## config.mk

```make
export PLATFORM = sky130hd
export DESIGN_NAME = seq_detector_p
export DESIGN_NICKNAME = d
export VERILOG_FILES = /design/src/rtl/seq_detector_p.sv
export SDC_FILE = /design/constraint.sdc
export NUM_CORES = 1
export LEC_CHECK = 0
export ABC_AREA = 1
export BUFFER_PORTS_ARGS = -buffer_cell sky130_fd_sc_hd__buf_2
export CAP_MARGIN = 20
export CORE_UTILIZATION = 52
export DETAILED_ROUTE_END_ITERATION = 10
export PLACE_DENSITY = 0.77
export SETUP_SLACK_MARGIN = 0.4
export SYNTH_ARGS = -nofsm -noshare
export SYNTH_HDL_FRONTEND = slang
export SYNTH_SLANG_ARGS = --single-unit
```

## constraint.sdc

```tcl
create_clock -name clk -period 1.9 [get_ports clk]
set_input_delay 0.19 -clock clk [delete_from_list [all_inputs] [get_ports clk]]
set_output_delay 0.19 -clock clk [all_outputs]
set_load 0.05 [all_outputs]
```

## src/rtl/seq_detector_p.sv

```systemverilog
// Programmable symbol-sequence detector. Compares the newest SEQ_LEN accepted
// symbols against a runtime-loaded pattern and pulses `match` one cycle after
// the completing symbol. Supports overlapping and non-overlapping detection
// and keeps a saturating match counter.
module seq_detector_p #(
    parameter int unsigned SYM_W   = 2,
    parameter int unsigned SEQ_LEN = 3,
    parameter int unsigned CNT_W   = 8
) (
    input  logic                         clk,
    input  logic                         rst,
    input  logic                         cfg_load,
    input  logic [SEQ_LEN*SYM_W-1:0]     cfg_pattern,
    input  logic                         cfg_overlap,
    input  logic                         in_valid,
    input  logic [SYM_W-1:0]             in_sym,
    input  logic                         cnt_clr,
    output logic                         match,
    output logic [CNT_W-1:0]             match_count,
    output logic [$clog2(SEQ_LEN+1)-1:0] fill
);

    localparam int unsigned PAT_W  = SEQ_LEN * SYM_W;
    localparam int unsigned FILL_W = $clog2(SEQ_LEN + 1);

    localparam logic [FILL_W-1:0] FILL_MAX = FILL_W'(SEQ_LEN);
    // One symbol short of a full window: the incoming symbol completes it.
    localparam logic [FILL_W-1:0] FILL_ARM = FILL_W'(SEQ_LEN - 1);
    localparam logic [CNT_W-1:0]  CNT_MAX  = '1;

    logic [PAT_W-1:0]  pattern_q, pattern_d;
    logic              overlap_q, overlap_d;
    logic [PAT_W-1:0]  hist_q, hist_d;
    logic [FILL_W-1:0] fill_q, fill_d;
    logic              match_q, match_d;
    logic [CNT_W-1:0]  count_q, count_d;

    logic              accept;
    logic              hit;
    logic [PAT_W-1:0]  window;

    // Candidate window: history positions 1..SEQ_LEN-1 with the new symbol on top.
    assign window = {in_sym, hist_q[PAT_W-1:SYM_W]};
    assign accept = in_valid & ~cfg_load;
    assign hit    = accept & (fill_q >= FILL_ARM) & (window == pattern_q);

    // State register; synchronous reset overrides every other input.
    always_ff @(posedge clk) begin
        if (rst) begin
            pattern_q <= '0;
            overlap_q <= 1'b1;
            hist_q    <= '0;
            fill_q    <= '0;
            match_q   <= 1'b0;
            count_q   <= '0;
        end else begin
            pattern_q <= pattern_d;
            overlap_q <= overlap_d;
            hist_q    <= hist_d;
            fill_q    <= fill_d;
            match_q   <= match_d;
            count_q   <= count_d;
        end
    end

    // Next-state: configuration load wins over an accept in the same cycle.
    always_comb begin
        pattern_d = pattern_q;
        overlap_d = overlap_q;
        hist_d    = hist_q;
        fill_d    = fill_q;
        match_d   = 1'b0;

        if (cfg_load) begin
            pattern_d = cfg_pattern;
            overlap_d = cfg_overlap;
            fill_d    = '0;
        end else if (in_valid) begin
            hist_d  = window;
            match_d = hit;
            if (hit && !overlap_q) begin
                // Non-overlapping: demand SEQ_LEN fresh symbols before the next match.
                fill_d = '0;
            end else if (fill_q != FILL_MAX) begin
                fill_d = fill_q + 1'b1;
            end
        end
    end

    // Match counter: clear beats a coincident match, saturates without wrap.
    always_comb begin
        count_d = count_q;
        if (cnt_clr) begin
            count_d = '0;
        end else if (hit && (count_q != CNT_MAX)) begin
            count_d = count_q + 1'b1;
        end
    end

    assign match       = match_q;
    assign match_count = count_q;
    assign fill        = fill_q;

endmodule

```

==> flow_metrics.py <==
metrics = {
    "finish": {
        "diodes": 0,
        "final_cell_area_um2": 1490,
        "area_growth_pct": 29.6,
        "layout.nets": 213,
        "final_layout_size_suffix_gt1_share_pct": 32.8,
        "postLayoutCoreUtil_pct": 73.6,
    },
    "global_route": {
        "grt_pass1_vias": 1035,
        "grt_pass1_wl_um": 4120,
        "antenna_found_initial": 0,
        "grt_max_degree": 13,
        "grt_overflow_total": 0,
        "track_usage_pct": 21.7,
    },
    "sta": {
        "hold_ws_ns": 0.0939,
        "finalCritPeriodShare_pct": 76.6,
        "tightest_slew_ns": 0.276,
        "fmax_mhz": 687,
        "min_period_ns": 1.46,
        "finalSetupTns_ns": 0,
        "drv_slew": 0,
        "finalSetupViolations": 0,
        "hold_viol": 0,
        "slew_headroom_pct": 81.5,
        "rsz0062_at_grt": "true",
        "fin_skew_ns": 0.00811,
    },
    "synth": {
        "syn-cell-area_um2": 1150,
        "synth_edf_count": 0,
        "syn_area_per_cell_um2": 7.18,
        "synth_cell_types": 23,
        "synth_ff_type": "dfxtp_1",
        "async_flop_share_pct": 0,
        "ys_ff_latch": 22,
        "syn_inst": 160,
        "yosys_warnings": 0,
        "syn_nets": 177,
        "synth-seq-area-share_pct": 38.3,
    },
    "worst_setup_path": {
        "startpoint_type": "register",
        "crit_fanout": 4,
        "crit_path_end_kind": "register",
        "criticalPathCategory": "register to register",
        "critPathRequiredTime_ns": 2.11,
        "crit_arrival_ns": 1.67,
    },
    "clock_network": {
        "clkTransAtPathRegs_ns": 0.13,
        "cts_root_buf": "clkbuf_4",
        "cts_htree_levels": 1,
        "holdBufCountCts": 0,
        "cts.sinks": 22,
        "clock_path_buffers": 2,
        "cts_made_buffers": 3,
        "cts_tree": "yes",
        "clk_latency_ns": 0.31,
    },
    "route": {
        "drtPass1Iterations": 4,
        "viasPerCell": 5.33,
        "vias": 1184,
        "ant_nets": 0,
        "wl_um": 2600,
        "routedWlPerCell_um": 11.7,
        "drt_iter0_markers": 18,
        "post-route-drc-count": 0,
    },
    "place": {
        "gp_congestion": 0.873,
        "dpl_cell_area_um2": 1350,
        "io_buffers": 24,
        "hpwlAfterDp_um": 1820,
    },
    "flow_run": {
        "maxCapViolCount": 0,
    },
    "floorplan": {
        "rows": 16,
        "dieArea_um2": 2400,
        "coreArea_um2": 2020,
        "die_h_um": 49,
        "io_pins": 25,
        "initial_utilization_pct": 56.8,
        "dieWidth_um": 49,
    },
    "power_and_ir_drop": {
        "p_leak_nw": 0.685,
        "powerDensity_nw_per_um2": 599,
        "vdd_drop_max_uv": 399,
        "p_total_uw": 892,
    },
    "outcome": {
        "status": "finished, final reports clean",
    },
    "worst_hold_path": {
        "hold_path.class": "primary input to register",
    },
}
==> stage by stage <==
step | setup WS, ns | cells
CTS | 0.407 | 214
floorplan | 0.413 | 160
global placement | 0.417 | 210
global route | 0.353 | 222
finish | 0.444 | 222
detailed placement | 0.348 | 210
==> cell families after synthesis <==
family                     Yosys count  synth area share, %
buffers and inverters               21                 6.86
DFF                                 22                 38.3
adders and majority gates            3                 3.27
AOI/OAI and AO/OA                   31                 13.9
xor gates and xnor gates             5                 4.47
and+or+nand+nor                     78                 33.1
==> flip-flops by register name, summed over array words and instances, names as in the netlist <==
signal / count
match: 1
match_count: 8
overlap_q: 1
fill: 2
hist_q: 4
pattern_q: 6
==> layer usage <==
layer / vias to the layer above / part of all wire (%) / global-route usage (%)
met4: 0 / 0.23 / 5.39
met1: 542 / 45 / 25.3
met2: 38 / 50 / 40.3
met3: 2 / 4.3 / 4.05
met5: - / 0 / 0
li1: 602 / - / -
==> power by group <==
group / internal [mW] / total, mW / switching [mW]
Sequential: 0.475 / 0.488 / 0.0133
Clock: 0.117 / 0.264 / 0.147
Combinational: 0.0540 / 0.140 / 0.0859
Total: 0.646 / 0.892 / 0.247
==> synthesized netlist by cell type (all sizes together) (3+ instances only) <==
cell   number  share of area, %
xnor2       4               3.7
nand3      13               5.7
a21oi      16               7.0
o21ai      13               5.7
nor2       20                10
dfxtp      22                38
nand2      35                13
nand4       4               2.2
nor3        5               2.2
ha          3               3.3
inv        20               6.5
==> worst max-delay path: stages (launching register included) <==
cell and delay (ns):
dfxtp_4 0.37, inv_4 0.06, ha_4 0.12, nor2_4 0.04
nor2_8 0.10, nand2_2 0.07, nor2_4 0.14, nand2_4 0.09
nor2_4 0.14, nand3_1 0.10, nand2_1 0.08, nor2_1 0.04
==> cell usage in the layout (no fill, tap or decap), drive strengths merged, types with 3 or more instances in the layout <==
cell | Yosys | layout
a21oi | 16 | 16
buf | 0 | 31
clkbuf | 1 | 4
dfxtp | 22 | 22
ha | 3 | 3
inv | 20 | 20
nand2 | 35 | 35
nand3 | 13 | 13
nand4 | 4 | 4
nor2 | 20 | 21
nor3 | 5 | 5
o21ai | 13 | 13
xnor2 | 4 | 4
==> layout make-up <==
cell class	count	area, um2
tap	27	33.8
clock buffer	4	36.3
sequential	22	460
multi-input combinational	118	706
inverter	20	80.1
fill	168	533
timing repair buffer	31	173
==> final timing paths <==
kind	from	end	slack [ns]	cells past startpoint
hold reg to reg	pattern_q[4]	pattern_q[4]	0.48	2
setup reg to reg	fill[0]	match_count[2]	0.44	11
setup / recovery	fill[0]	match_count[2]	0.44	11
hold / removal	cfg_overlap	overlap_q	0.09	3
==> timing repair <==
action                                  4_1_cts  5_1_grt
endpoints found under the setup margin        0       10
gates resized for setup                       0        8
buffers inserted                              0        7
(Power assumes the default switching activity.)
